`src/rtl/input_conditioner_pkg.sv`:
```
// input_conditioner_pkg: shared defaults and counter sizing for the input conditioner
package input_conditioner_pkg;
    localparam int CLK_HZ_DEF    = 125_000_000;
    localparam int TICK_HZ_DEF   = 1;
    localparam int DB_CYCLES_DEF = 2_500_000;
    localparam int BTN_W_DEF     = 4;
    localparam int SW_W_DEF      = 2;

    function automatic int cnt_w(input int n);
        return (n < 2) ? 1 : $clog2(n);
    endfunction
endpackage

```
`src/rtl/input_conditioner_debounce_cell.sv`:
```
// debounce_cell: 2-flop synchroniser, restartable debounce counter, stable level and rise pulse
module debounce_cell
    import input_conditioner_pkg::*;
#(
    parameter int DB_CYCLES = DB_CYCLES_DEF
) (
    input  logic clk_i,
    input  logic rst_ni,
    input  logic d_i,
    output logic level_o,
    output logic rise_o
);
    localparam int CW = cnt_w(DB_CYCLES);
    logic [1:0]    sync;
    logic [CW-1:0] cnt;
    logic          prev;
    logic          done;
    always_comb done = cnt == CW'(DB_CYCLES - 1);
    always_ff @(posedge clk_i) begin
        if (!rst_ni) begin
            sync    <= '0;
            cnt     <= '0;
            level_o <= 1'b0;
            prev    <= 1'b0;
            rise_o  <= 1'b0;
        end else begin
            sync    <= {sync[0], d_i};
            cnt     <= (sync[1] == level_o || done) ? '0 : cnt + 1'b1;
            level_o <= (sync[1] != level_o && done) ? sync[1] : level_o;
            prev    <= level_o;
            rise_o  <= level_o & ~prev;
        end
    end
endmodule

```
`src/rtl/input_conditioner.sv`:
```
// input_conditioner: debounced buttons/switches with press pulses and a holdable tick/square-wave generator
module input_conditioner
    import input_conditioner_pkg::*;
#(
    parameter int CLK_HZ    = CLK_HZ_DEF,
    parameter int TICK_HZ   = TICK_HZ_DEF,
    parameter int DB_CYCLES = DB_CYCLES_DEF,
    parameter int BTN_W     = BTN_W_DEF,
    parameter int SW_W      = SW_W_DEF
) (
    input  logic             clk_i,
    input  logic             rst_ni,
    input  logic [BTN_W-1:0] btn_i,
    input  logic [SW_W-1:0]  sw_i,
    input  logic             hold_i,
    output logic [BTN_W-1:0] btn_level_o,
    output logic [BTN_W-1:0] btn_pulse_o,
    output logic [SW_W-1:0]  sw_o,
    output logic             tick_o,
    output logic             time_o
);
    localparam int N      = BTN_W + SW_W;
    localparam int PERIOD = CLK_HZ / TICK_HZ;
    localparam int TW     = cnt_w(PERIOD);
    logic [N-1:0]    raw;
    logic [N-1:0]    level;
    logic [N-1:0]    rise;
    logic [SW_W-1:0] sw_rise_unused;
    logic [TW-1:0]   tcnt;
    logic [TW-1:0]   tcnt_nxt;
    logic            wrap;
    always_comb raw = {sw_i, btn_i};
    always_comb {sw_o, btn_level_o} = level;
    always_comb {sw_rise_unused, btn_pulse_o} = rise;
    for (genvar i = 0; i < N; i++) begin : g_db
        debounce_cell #(.DB_CYCLES(DB_CYCLES)) u_db (
            .clk_i  (clk_i),
            .rst_ni (rst_ni),
            .d_i    (raw[i]),
            .level_o(level[i]),
            .rise_o (rise[i])
        );
    end
    always_comb begin
        wrap     = tcnt == TW'(PERIOD - 1);
        tcnt_nxt = hold_i ? tcnt : wrap ? '0 : tcnt + 1'b1;
    end
    // time_o tracks the counter's next value so its rising edge lands with tick_o
    always_ff @(posedge clk_i) begin
        if (!rst_ni) begin
            tcnt   <= '0;
            tick_o <= 1'b0;
            time_o <= 1'b0;
        end else begin
            tcnt   <= tcnt_nxt;
            tick_o <= wrap & ~hold_i;
            time_o <= tcnt_nxt < TW'(PERIOD / 2);
        end
    end
endmodule

```
`config.mk`:
```
export PLATFORM = sky130hd
export DESIGN_NAME = input_conditioner
export DESIGN_NICKNAME = d
export VERILOG_FILES = /design/src/rtl/input_conditioner_pkg.sv /design/src/rtl/input_conditioner_debounce_cell.sv /design/src/rtl/input_conditioner.sv
export SDC_FILE = /design/constraint.sdc
export NUM_CORES = 1
export LEC_CHECK = 0
export ABC_AREA = 0
export ABC_CLOCK_PERIOD_IN_PS = 2400
export CAP_MARGIN = 15
export CORE_MARGIN = 4
export CORE_UTILIZATION = 43
export CTS_CLUSTER_DIAMETER = 30
export DETAILED_ROUTE_END_ITERATION = 6
export HOLD_SLACK_MARGIN = 0.03
export PLACE_DENSITY = 0.59
export SLEW_MARGIN = 40
export SYNTH_ARGS = -nofsm -noshare
export SYNTH_HDL_FRONTEND = slang
export SYNTH_HIERARCHICAL = 1
export SYNTH_SLANG_ARGS = --single-unit
export TNS_END_PERCENT = 1
```
`constraint.sdc`:
```
create_clock -name clk_i -period 2.4 [get_ports clk_i]
set_input_delay 0.48 -clock clk_i [delete_from_list [all_inputs] [get_ports clk_i]]
set_output_delay 0.48 -clock clk_i [all_outputs]
set_load 0.05 [all_outputs]
```
==> results.yml, run 1 <==
worst_setup_path:
  crit_required_ns: 2.77
  cp_max_fo: 6
  path_class: "reg -> reg"
  end_kind: "register"
  startpoint_type: "register"
  critical_path_arrival_ns: 2.63
timing:
  maxSlewViolCount: 0
  min_period_over_period_pct: 94.5
  setup_viol: 0
  skew_ns: 0.0101
  max_freq_mhz: 441
  fin_ws_ns: 0.133
  tightest_slew_ns: 0.532
  rsz0062_at_grt: "false"
  hold_violations: 0
  relSlewSlack_pct: 64.4
  fin_setup_tns_ns: 0
  final.min_clock_period_ns: 2.27
route:
  drt_pass1_iterations: 5
  drc_errors: 0
  vias: 7089
  ant_nets: 0
  viasPerCell: 5.30
  wl_mm: 17.9
  wire_per_inst_um: 13.4
  initialDrtViolationCount: 345
worst_hold_path:
  hold_path.class: "reg -> reg"
clock_network:
  cts_resized: 0
  cts_root_buffer: "clkbuf_16"
  cts_tree: "yes"
  h-tree-depth: 4
  hold_buffers: 0
  clk_latency_ns: 0.43
  clock_path_buffers: 2
  cts_setup_buffers: 0
  cts_num_sinks: 187
  cts_buffers: 17
  clk_pin_slew_ns: 0.08
layout:
  area_delta_synth_final_pct: 12.0
  final_net_count: 1066
  num_antenna_cells: 0
  final_area_mm2: 0.0104
  mostFrequentLayoutCell: "dfxtp_1"
  drive_gt1_share_pct: 13.6
  fin_util_pct: 49.1
  layout_common_cells: "dfxtp_1, nor2_1, xor2_1, nand2_1, nand3_1"
  n_fill_cell: 1977
placed_design:
  gp_congestion: 0.908
  placed_area_mm2: 0.00974
  pre_cts_ws_ns: -0.182
  dp_hpwl_mm: 12.3
  portBuffers: 20
power_and_ir_drop:
  p_per_area_mw_per_mm2: 598
  irDropWorstVdd_mv: 0.465
  p_leak_uw: 0.00361
global_route:
  antenna_found_initial: 0
  grt_pass1_wl_mm: 31.7
  overflow: 0
  grt_usage_pct: 15.6
  grt_pass1_vias: 6664
  grt_max_degree: 35
synthesis:
  synth_area_mm2: 0.00924
  synth_fp_nets: 1035
  avgSynthCellArea_um2: 9.07
  syn_inst: 1019
  yosysWarnings: 6
floorplanning:
  die_w_um: 155
  start_util_pct: 43.8
  dieArea_mm2: 0.0239
  core_area_mm2: 0.0211
  row_count: 53
  die_y_um: 155
  io_pins: 21
run_status:
  status: "finished, final reports clean"
job:
  max_cap_viol_count: 0
## layer usage
layer / track usage [%] / share of wire (%) / vias to the layer above / wire, um
li1: - / - / 3689 / -
met1: 21.5 / 49 / 3268 / 8820
met2: 24.2 / 45 / 105 / 8050
met3: 3.41 / 3.8 / 27 / 678
met4: 5.42 / 1.8 / 0 / 329
met5: 0 / 0 / - / 0
## flip-flops by register name (all words and copies together) (netlist names)
signal and count:
g_db.u_db/cnt 132, tcnt 27, g_db.u_db/sync 12, g_db.u_db/level_o 6, g_db.u_db/prev 4, g_db.u_db/rise_o 4
tick_o 1, time_o 1
## final timing paths
check	startpoint	endpoint	slack (ns)	cells after the start
worst max-delay path	tcnt[7]	time_o	0.13	7
worst min register to register	g_db[0].u_db/prev	g_db[0].u_db/rise_o	0.39	1
worst max register to register	tcnt[7]	time_o	0.13	7
worst min-delay path	g_db[0].u_db/prev	g_db[0].u_db/rise_o	0.39	1
## per-stage QoR
| step | cells | hold WS, ns | power, uW |
|---|---|---|---|
| detailed placement | 1306 | 0.381 | 3310 |
| global route | 1338 | 0.405 | 6440 |
| CTS | 1338 | 0.391 | 6300 |
| global placement | 1306 | 0.374 | 3300 |
| floorplan | 1019 | 0.368 | 3260 |
| finish | 1338 | 0.386 | 6200 |
## report_power, final
part / total (uW) / internal (uW) / leakage, uW / switching [uW]
clock network: 2970 / 1690 / 0.000302 / 1270
registers: 3130 / 3120 / 0.00151 / 12.3
logic: 100 / 44.5 / 0.00180 / 55.8
## layout make-up
class	count	area (um^2)	area share [%]
multi-input combinational	757	4990	48.2
clock inverter	14	181	1.75
clock buffer	18	439	4.24
inverter	22	82.6	0.797
sequential	187	3740	36.1
timing repair buffer	65	576	5.56
tap	275	344	3.32
## worst max-delay path: stages (launching register included)
cell and delay (ns):
dfxtp_1 0.48, nand4_2 0.30, nor4_2 0.53, and4_1 0.30
a31oi_1 0.12, a311oi_1 0.24, a211oi_1 0.09, o21ai_1 0.14
Note: power is estimated with default switching activity, not from simulation.
==> run 2, diff against run 1 <==
Settings changed: ABC_CLOCK_PERIOD_IN_PS 2400 to 2420, RECOVER_POWER set to 25.
Clock period 2.4 ns to 2.42 ns, I/O delays scaled along.
==> run 2 against run 1 <==
- count of clock-buffer cells in the layout rose by 3
- register-to-register slack about the same
- routed wire length down 0.68%
- via count fell by 0.48%
- sequential power barely moved
- first-iteration DRC count fell by 16%
- critical path depth unchanged
- die area is the same
- largest cell class unchanged
- highest routed layer unchanged
==> results.yml, run 2 (synthesis results as in run 1) <==
run_status:
  status: "finished, final reports clean"
worst_setup_path:
  critPathSlowestCell: "nor4_2"
  critical_path_arrival_ns: 2.65
  worstPathCellList: "nand4_2 -> nor4_2 -> and4_1 -> a31oi_1 -> a311oi_1 -> a211oi_1 -> o21ai_1"
  end_kind: "register"
  slowest_delay_ns: 0.56
  r2r_end: "time_o"
  reg2reg_slack_ns: 0.13
  rr_worst_depth: 7
  cp_max_fo: 6
  crit_required_ns: 2.78
  cp.buffers_inverters: 0
  startpoint_type: "register"
  cp_top_family: "simple AND/OR/NAND/NOR gates"
  path_class: "reg -> reg"
  r2r-start: "tcnt[7]"
timing:
  rsz0062_at_grt: "false"
  hold_violations: 0
  tightest_slew_ns: 0.638
  min_period_over_period_pct: 94.5
  final.min_clock_period_ns: 2.29
  setup_viol: 0
  relSlewSlack_pct: 57.3
  skew_ns: 0.0116
  maxSlewViolCount: 0
  max_freq_mhz: 437
floorplanning:
  io_pins: 21
  row_count: 53
  die_w_um: 155
  start_util_pct: 43.8
  die_y_um: 155
  dieArea_mm2: 0.0239
  core_area_mm2: 0.0211
layout:
  fin_cells: 1334
  top_regs: "g_db.u_db/cnt: 132 flops, tcnt: 27 flops, g_db.u_db/sync: 12 flops"
  drive_gt1_share_pct: 12.2
  num_antenna_cells: 0
  regMostFlops: "g_db.u_db/cnt"
  mostFrequentLayoutCell: "dfxtp_1"
  largest_reg_flops: 132
  layout_common_cells: "dfxtp_1, nor2_1, nand3_1, xor2_1, nand2_1"
  n_fill_cell: 2052
  fin_util_pct: 48.6
  final_net_count: 1062
  area_delta_synth_final_pct: 10.9
power_and_ir_drop:
  combPwrFrac_pct: 1.6
  p_per_area_mw_per_mm2: 586
  p_seq_share_pct: 51.7
  irDropWorstVdd_mv: 0.448
  p_int_uw: 4730
  clkPwrFrac_pct: 46.7
  swShare_pct: 21.3
  p_sw_uw: 1280
  p_leak_uw: 0.00355
placed_design:
  gp_congestion: 0.906
  portBuffers: 20
  placed_cells: 1302
  dp_hpwl_mm: 12.4
clock_network:
  cts_num_sinks: 187
  hold_buffers: 0
  clock_path_buffers: 2
  cts_setup_buffers: 0
  cts_resized: 0
  h-tree-depth: 4
  clk_latency_ns: 0.43
  cts_root_buffer: "clkbuf_16"
  cts_tree: "yes"
  cts_buffers: 17
  clk_pin_slew_ns: 0.07
job:
  max_cap_viol_count: 0
global_route:
  grt_pass1_vias: 6552
  met3_usage_pct: 3.55
  antenna_found_initial: 0
  gr-usage-met2_pct: 23.9
  grt_pass1_wl_mm: 31.2
  use_met1_pct: 21.2
  grt.busiest_layer: "met2"
  overflow: 0
  grt_max_degree: 35
  grt_usage_pct: 15.4
route:
  drc_errors: 0
  drt_pass1_iterations: 5
  viasPerCell: 5.29
  wire_per_inst_um: 13.3
  ant_nets: 0
  wl_mm: 17.8
  initialDrtViolationCount: 291
  vias: 7055
worst_hold_path:
  min_from: "g_db[0].u_db/prev"
  hold_path.class: "reg -> reg"
  worstHoldEndpoint: "g_db[0].u_db/rise_o"
  hold_depth: 1
-- run 2: worst max path at each step --
stage	slack, ns	start	cells after the start	end
floorplan	0.44	hold_i	7	time_o
global placement	-0.15	hold_i	8	time_o
detailed placement	-0.18	hold_i	8	time_o
CTS	0.14	tcnt[7]	7	time_o
global route	0.03	tcnt[7]	7	time_o
finish	0.13	tcnt[7]	7	time_o
-- run 2: worst reg2reg max path, delay by kind of cell (launching register included) --
| kind | cells | cell delay [ns] |
|---|---|---|
| DFF | 1 | 0.46 |
| AOI/OAI and AO/OA | 4 | 0.62 |
| and+or+nand+nor | 3 | 1.15 |
-- run 2: area by class of cell --
cell class                 instances  area (um^2)  area share [%]
tap                              275          344            3.36
clock inverter                    11          136            1.33
inverter                          22         82.6           0.806
sequential                       187         3740            36.5
clock buffer                      21          460            4.49
timing repair buffer              61          543            5.30
multi-input combinational        757         4940            48.2
-- run 2: routing by layer --
layer	share of wire [%]	wire length, um	vias to the layer above
li1	-	-	3686
met1	50	8940	3259
met2	45	7990	96
met3	3.4	602	14
met4	1.3	222	0
met5	0	0	-
-- run 2: metrics by stage --
stage               instance area (um^2)  hold WS (ns)  setup TNS, ns  total power, uW  setup WS (ns)
floorplan                           9240         0.368              0             3240          0.439
global placement                    9710         0.376         -0.145             3280         -0.145
detailed placement                  9710         0.381         -0.175             3280         -0.175
CTS                                10300         0.390              0             6110          0.138
global route                       10200         0.391              0             6250         0.0262
finish                             10200         0.385              0             6010          0.134
-- run 2: power groups by stage --
| stage | Combinational [uW] | Sequential (uW) | Clock [uW] |
|---|---|---|---|
| after floorplan | 59.4 | 3180 | 0 |
| after global placement | 102 | 3180 | 0 |
| after detailed placement | 102 | 3180 | 0 |
| after CTS | 103 | 3100 | 2900 |
| after global routing | 109 | 3110 | 3030 |
| final | 98.2 | 3110 | 2800 |
==> run 3, diff against run 2 <==
Settings changed: MAX_ROUTING_LAYER set to met4, REMOVE_ABC_BUFFERS set to 1.
==> run 3 against run 2 <==
- power up 0.31%
- register-to-register slack improved by 0.12 ns
- via count down 0.17%
- maximum frequency is 5.4% higher
- routed wire length decreased by 3.0%
- non-clock buffer count did not move
- sequential cell count unchanged
- count of clock-buffer cells in the layout down 3
- clock skew is 0.0019 ns higher
- critical endpoint unchanged
==> results.yml, run 3 (synthesis results as in run 1) <==
layout:
  drive_gt1_share_pct: 12.0
  area_delta_synth_final_pct: 10.4
  fin_util_pct: 48.4
  regMostFlops: "g_db.u_db/cnt"
  largest_reg_flops: 132
  num_antenna_cells: 0
  layout_common_cells: "dfxtp_1, nor2_1, nand3_1, xor2_1, nand2_1"
  fin_cells: 1334
  final_net_count: 1062
  mostFrequentLayoutCell: "dfxtp_1"
  top_regs: "g_db.u_db/cnt: 132 flops, tcnt: 27 flops, g_db.u_db/sync: 12 flops"
global_route:
  overflow: 0
  antenna_found_initial: 0
  grt_pass1_vias: 6533
  grt_usage_pct: 15.2
  grt_pass1_wl_mm: 30.4
  grt_max_degree: 35
placed_design:
  gp_congestion: 0.894
  dp_hpwl_mm: 12.0
  pre_cts_ws_ns: -0.137
  placed_cells: 1302
  portBuffers: 20
floorplanning:
  die_y_um: 155
  start_util_pct: 43.8
  row_count: 53
  core_area_mm2: 0.0211
  die_w_um: 155
  dieArea_mm2: 0.0239
  io_pins: 21
power_and_ir_drop:
  p_int_uw: 4760
  power_uw: 6030
  p_leak_uw: 0.00351
  swShare_pct: 21.0
  combPwrFrac_pct: 1.5
  p_sw_uw: 1260
  irDropWorstVdd_mv: 0.433
  clkPwrFrac_pct: 46.9
  p_seq_share_pct: 51.5
  p_per_area_mw_per_mm2: 591
worst_setup_path:
  crit_required_ns: 2.73
  startpoint_type: "register"
  worstPathCellList: "ha_1 -> inv_1 -> nor2_1 -> buf_4 -> xnor2_1 -> a31oi_1 -> a211oi_1 -> a211oi_1 -> o21ai_1"
  end_kind: "register"
  critPathSlowestCell: "dfxtp_1"
  slowest_delay_ns: 0.40
  path_class: "reg -> reg"
  critical_path.most_common_cell: "a211oi_1"
  cp_max_fo: 5
  critical_path_arrival_ns: 2.48
route:
  initialDrtViolationCount: 288
  ant_nets: 0
  drc_errors: 0
  wl_mm: 17.2
  wire_per_inst_um: 12.9
  viasPerCell: 5.28
  drt_pass1_iterations: 4
  vias: 7043
clock_network:
  cts_buffers: 17
  clk_latency_ns: 0.43
  clock_path_buffers: 2
  cts_resized: 0
  cts_setup_buffers: 0
  cts_root_buffer: "clkbuf_16"
  cts_tree: "yes"
  clk_pin_slew_ns: 0.07
  cts_num_sinks: 187
  h-tree-depth: 4
  hold_buffers: 0
timing:
  max_freq_mhz: 461
  skew_ns: 0.0135
  tightest_slew_ns: 0.552
  fin_ws_ns: 0.250
  holdWs_ns: 0.391
  hold_violations: 0
  relSlewSlack_pct: 63.1
  setup_viol: 0
  min_period_over_period_pct: 89.7
  final.min_clock_period_ns: 2.17
  rsz0062_at_grt: "false"
  maxSlewViolCount: 0
run_status:
  status: "finished, final reports clean"
job:
  max_cap_viol_count: 0
worst_hold_path:
  hold_path.class: "reg -> reg"
-- run 3: changes by cell type in the layout (fill, tap and decap cells not counted), moves of 2 or more --
cell	delta
buf_12	-2
clkinv_2	+3
clkbuf_8	-2
inv_6	-2
-- run 3: power groups by stage --
stage	registers [uW]	logic (uW)	clock network, uW
after CTS	3100	98.5	2930
after global routing	3100	106	3060
after global placement	3170	97.9	0
after detailed placement	3180	98.3	0
final	3100	92.9	2830
after floorplan	3180	43.1	0
-- run 3: worst paths after layout --
check | startpoint | endpoint | slack, ns | cells past startpoint
max reg2reg | tcnt[0] | time_o | 0.25 | 9
min reg2reg | g_db[1].u_db/prev | g_db[1].u_db/rise_o | 0.39 | 1
min | g_db[1].u_db/prev | g_db[1].u_db/rise_o | 0.39 | 1
max | tcnt[0] | time_o | 0.25 | 9
-- run 3: layer usage --
| layer | global-route usage, % | vias up | share of wire, % |
|---|---|---|---|
| met2 | 23.4 | 69 | 46 |
| li1 | - | 3692 | - |
| met3 | 2.57 | 16 | 2.2 |
| met4 | 5.05 | 0 | 1.3 |
| met1 | 20.3 | 3266 | 51 |
| met5 | - | - | 0 |
-- run 3: layout make-up --
cell class / instances / area (um^2)
sequential: 187 / 3740
tap: 275 / 344
clock buffer: 18 / 429
multi-input combinational: 757 / 4920
clock inverter: 14 / 171
fill: 2032 / 10900
timing repair buffer: 61 / 512
inverter: 22 / 82.6
-- run 3: critical path: cells and delay by family (launching register included) --
kind,cells,cell delay [ns]
AO/OA/AOI/OAI,4,0.70
flip-flops,1,0.40
buffers and inverters,2,0.33
AND/OR/NAND/NOR,1,0.30
adder cells (fa/ha/maj),1,0.27
XOR/XNOR,1,0.06
-- run 3: through the flow --
stage	setup TNS, ns	area [um^2]
6_report	0	10200
5_1_grt	0	10200
4_1_cts	0	10300
3_5_place_dp	-1.16	9680
3_3_place_gp	-0.0853	9680
2_1_floorplan	0	8820
==> variant, RTL diff (flow settings as in run 2) <==
`BTN_W_DEF`: 4 -> 5.
--- a/src/rtl/input_conditioner_pkg.sv
+++ b/src/rtl/input_conditioner_pkg.sv
@@ -5,3 +5,3 @@
     localparam int DB_CYCLES_DEF = 2_500_000;
-    localparam int BTN_W_DEF     = 4;
+    localparam int BTN_W_DEF     = 5;
     localparam int SW_W_DEF      = 2;
Interface: changed (resized btn_i, btn_level_o and btn_pulse_o); port bits go from 21 to 24. No check against the original RTL was run, so the function may have changed too.
==> variant against run 2 <==
Core utilization is 4.6 points higher; via count is 15% higher; combinational power is 5% higher; worst setup slack better by 0.038 ns; critical path depth is 6 lower; register-to-register slack better by 0.13 ns; routed wire length is 14% higher; sequential cell count is 27 higher; synthesized area is 13% higher; cell area is 23% higher; power is 71% higher; maximum frequency is 1.7% higher; largest cell class unchanged; highest routed layer unchanged; clock skew is 0.0029 ns higher; sequential share of layout area is 2.5 points lower.
==> variant: results (changes against run 2) <==
** Worst setup path
- Grouping stages by cell kind, the critical path spends the most delay in buffers and inverters.
- Arrival time at the worst endpoint :: 1.76 ns (-0.89 ns)
- Register-to-register setup slack :: 0.26 ns (+0.13 ns)
- The maximum single-stage delay on the critical path is 0.86 ns (+0.30 ns).
- On the critical path, the stage with the largest delay is an instance of clkdlybuf4s50_1.
- The maximum fanout along the worst path came to 3 (-3).

** Pwr
- Leak pwr :: 4.483 nW (+26%)
- The worst IR drop on VDD is 0.5053 mV (+13%).
- The net load switching power was 0.002124 W (+66%).

** GRT
- Tot GR Track Use :: 15.61% (+0.18 points)
- The largest net degree at the start of global routing was 40 (+14%).
- Global-route wire length before repair :: 35.89 mm (+15%)
- The number of global-route vias before repair is 7664 (+17%).
- Global routing usage on met2 :: 25.05% (+1.1 points)
- Met1 capacity usage during global routing :: 20.90% (-0.26 points)
- Met3 track utilization from global routing :: 3.463% (-0.090 points)

** Outcome
- Outcome :: completed

** Routing
- Initial detailed-routing violation count :: 379 (+30%)
- The number of vias in the routed layout was 8125 (+15%).
- The final routed wirelength across all metal layers was 20.28 mm (+14%).

** Timing
- Clock skew after layout :: 0.01450 ns (+0.002860 ns)
- The slack of the critical path came to 0.1714 ns (+0.03762 ns).
- Transition time of the tightest slew-check pin :: 0.7477 ns (+0.1095 ns)

** Place
- Number of input and output port buffers inserted :: 23 (+15%)
- HPWL after detailed placement :: 13.80 mm (+12%)
- The worst setup slack before clock tree synthesis was -0.1444 ns (+0.03084 ns).
- Placement Cell Area :: 10960 um^2 (+13%)

** Clock tree
- The number of H-tree branching levels was 2 (-2).
- Clock-pin slew on the worst setup and hold paths :: 0.05 ns (-0.02 ns)
- Bufs on Longest Clock Path :: 3 (+1)
- The clock latency at the later pin of the worst-skew pair is 0.53 ns (+0.10 ns).

** Layout
- In the final layout, the registers with the most flip-flops are g_db.u_db/cnt x154, tcnt x27, g_db.u_db/sync x14.
- The ratio of cells with drive above 1 in the final layout was 15.44% (+3.3 points).
[variant: worst reg2reg max path: stages (launching register included)]
cell and delay (ns):
dfxtp_1 0.38, ha_1 0.24, and4_1 0.25, nand3_1 0.14, o211ai_1 0.64, buf_4 0.32
nor2_1 0.07
[variant: worst paths after layout]
kind,to,from,cells after the start
worst min-delay path,g_db[1].u_db/rise_o,g_db[1].u_db/prev,1
worst max register to register,g_db[4].u_db/cnt[2],g_db[4].u_db/cnt[0],6
worst max-delay path,btn_level_o[0],g_db[0].u_db/level_o,1
worst min register to register,g_db[1].u_db/rise_o,g_db[1].u_db/prev,1
[variant: what timing repair did]
item	in CTS	in global routing
endpoints found under the hold margin	0	0
gates resized for setup	0	1
endpoints found under the setup margin	0	27
[variant: final cells by class]
cell class	count	area [um^2]
well taps	319	399.1
clock buffers	59	1292
fillers	2258	11080
clock inverters	30	407.9
repair buffers	68	568.0
inverters	24	90.09
flip-flops and latches	214	4284
multi-input cells	855	5559
[variant: power groups by stage]
stage               Clock, W  Combinational (W)  Sequential, W
floorplan                  0          0.0000655        0.00363
global placement           0           0.000109        0.00363
detailed placement         0           0.000109        0.00363
CTS                  0.00679           0.000110        0.00357
global route         0.00700           0.000117        0.00356
finish               0.00662           0.000103        0.00357
[variant: metrics by stage]
stage	instances	TNS [ns]	hold slack [ns]
after CTS	1569	0	0.3759
final	1569	0	0.3708
after global routing	1569	0	0.3855
after global placement	1480	-1.320	0.3733
after detailed placement	1480	-2.608	0.3704
after floorplan	1151	0	0.3682
[variant: per-layer routing]
metal  up-vias  share of wire, %
li1       4251                 -
met1      3749                49
met5         -                 0
met3        34               3.9
met2        91                45
met4         0               1.9
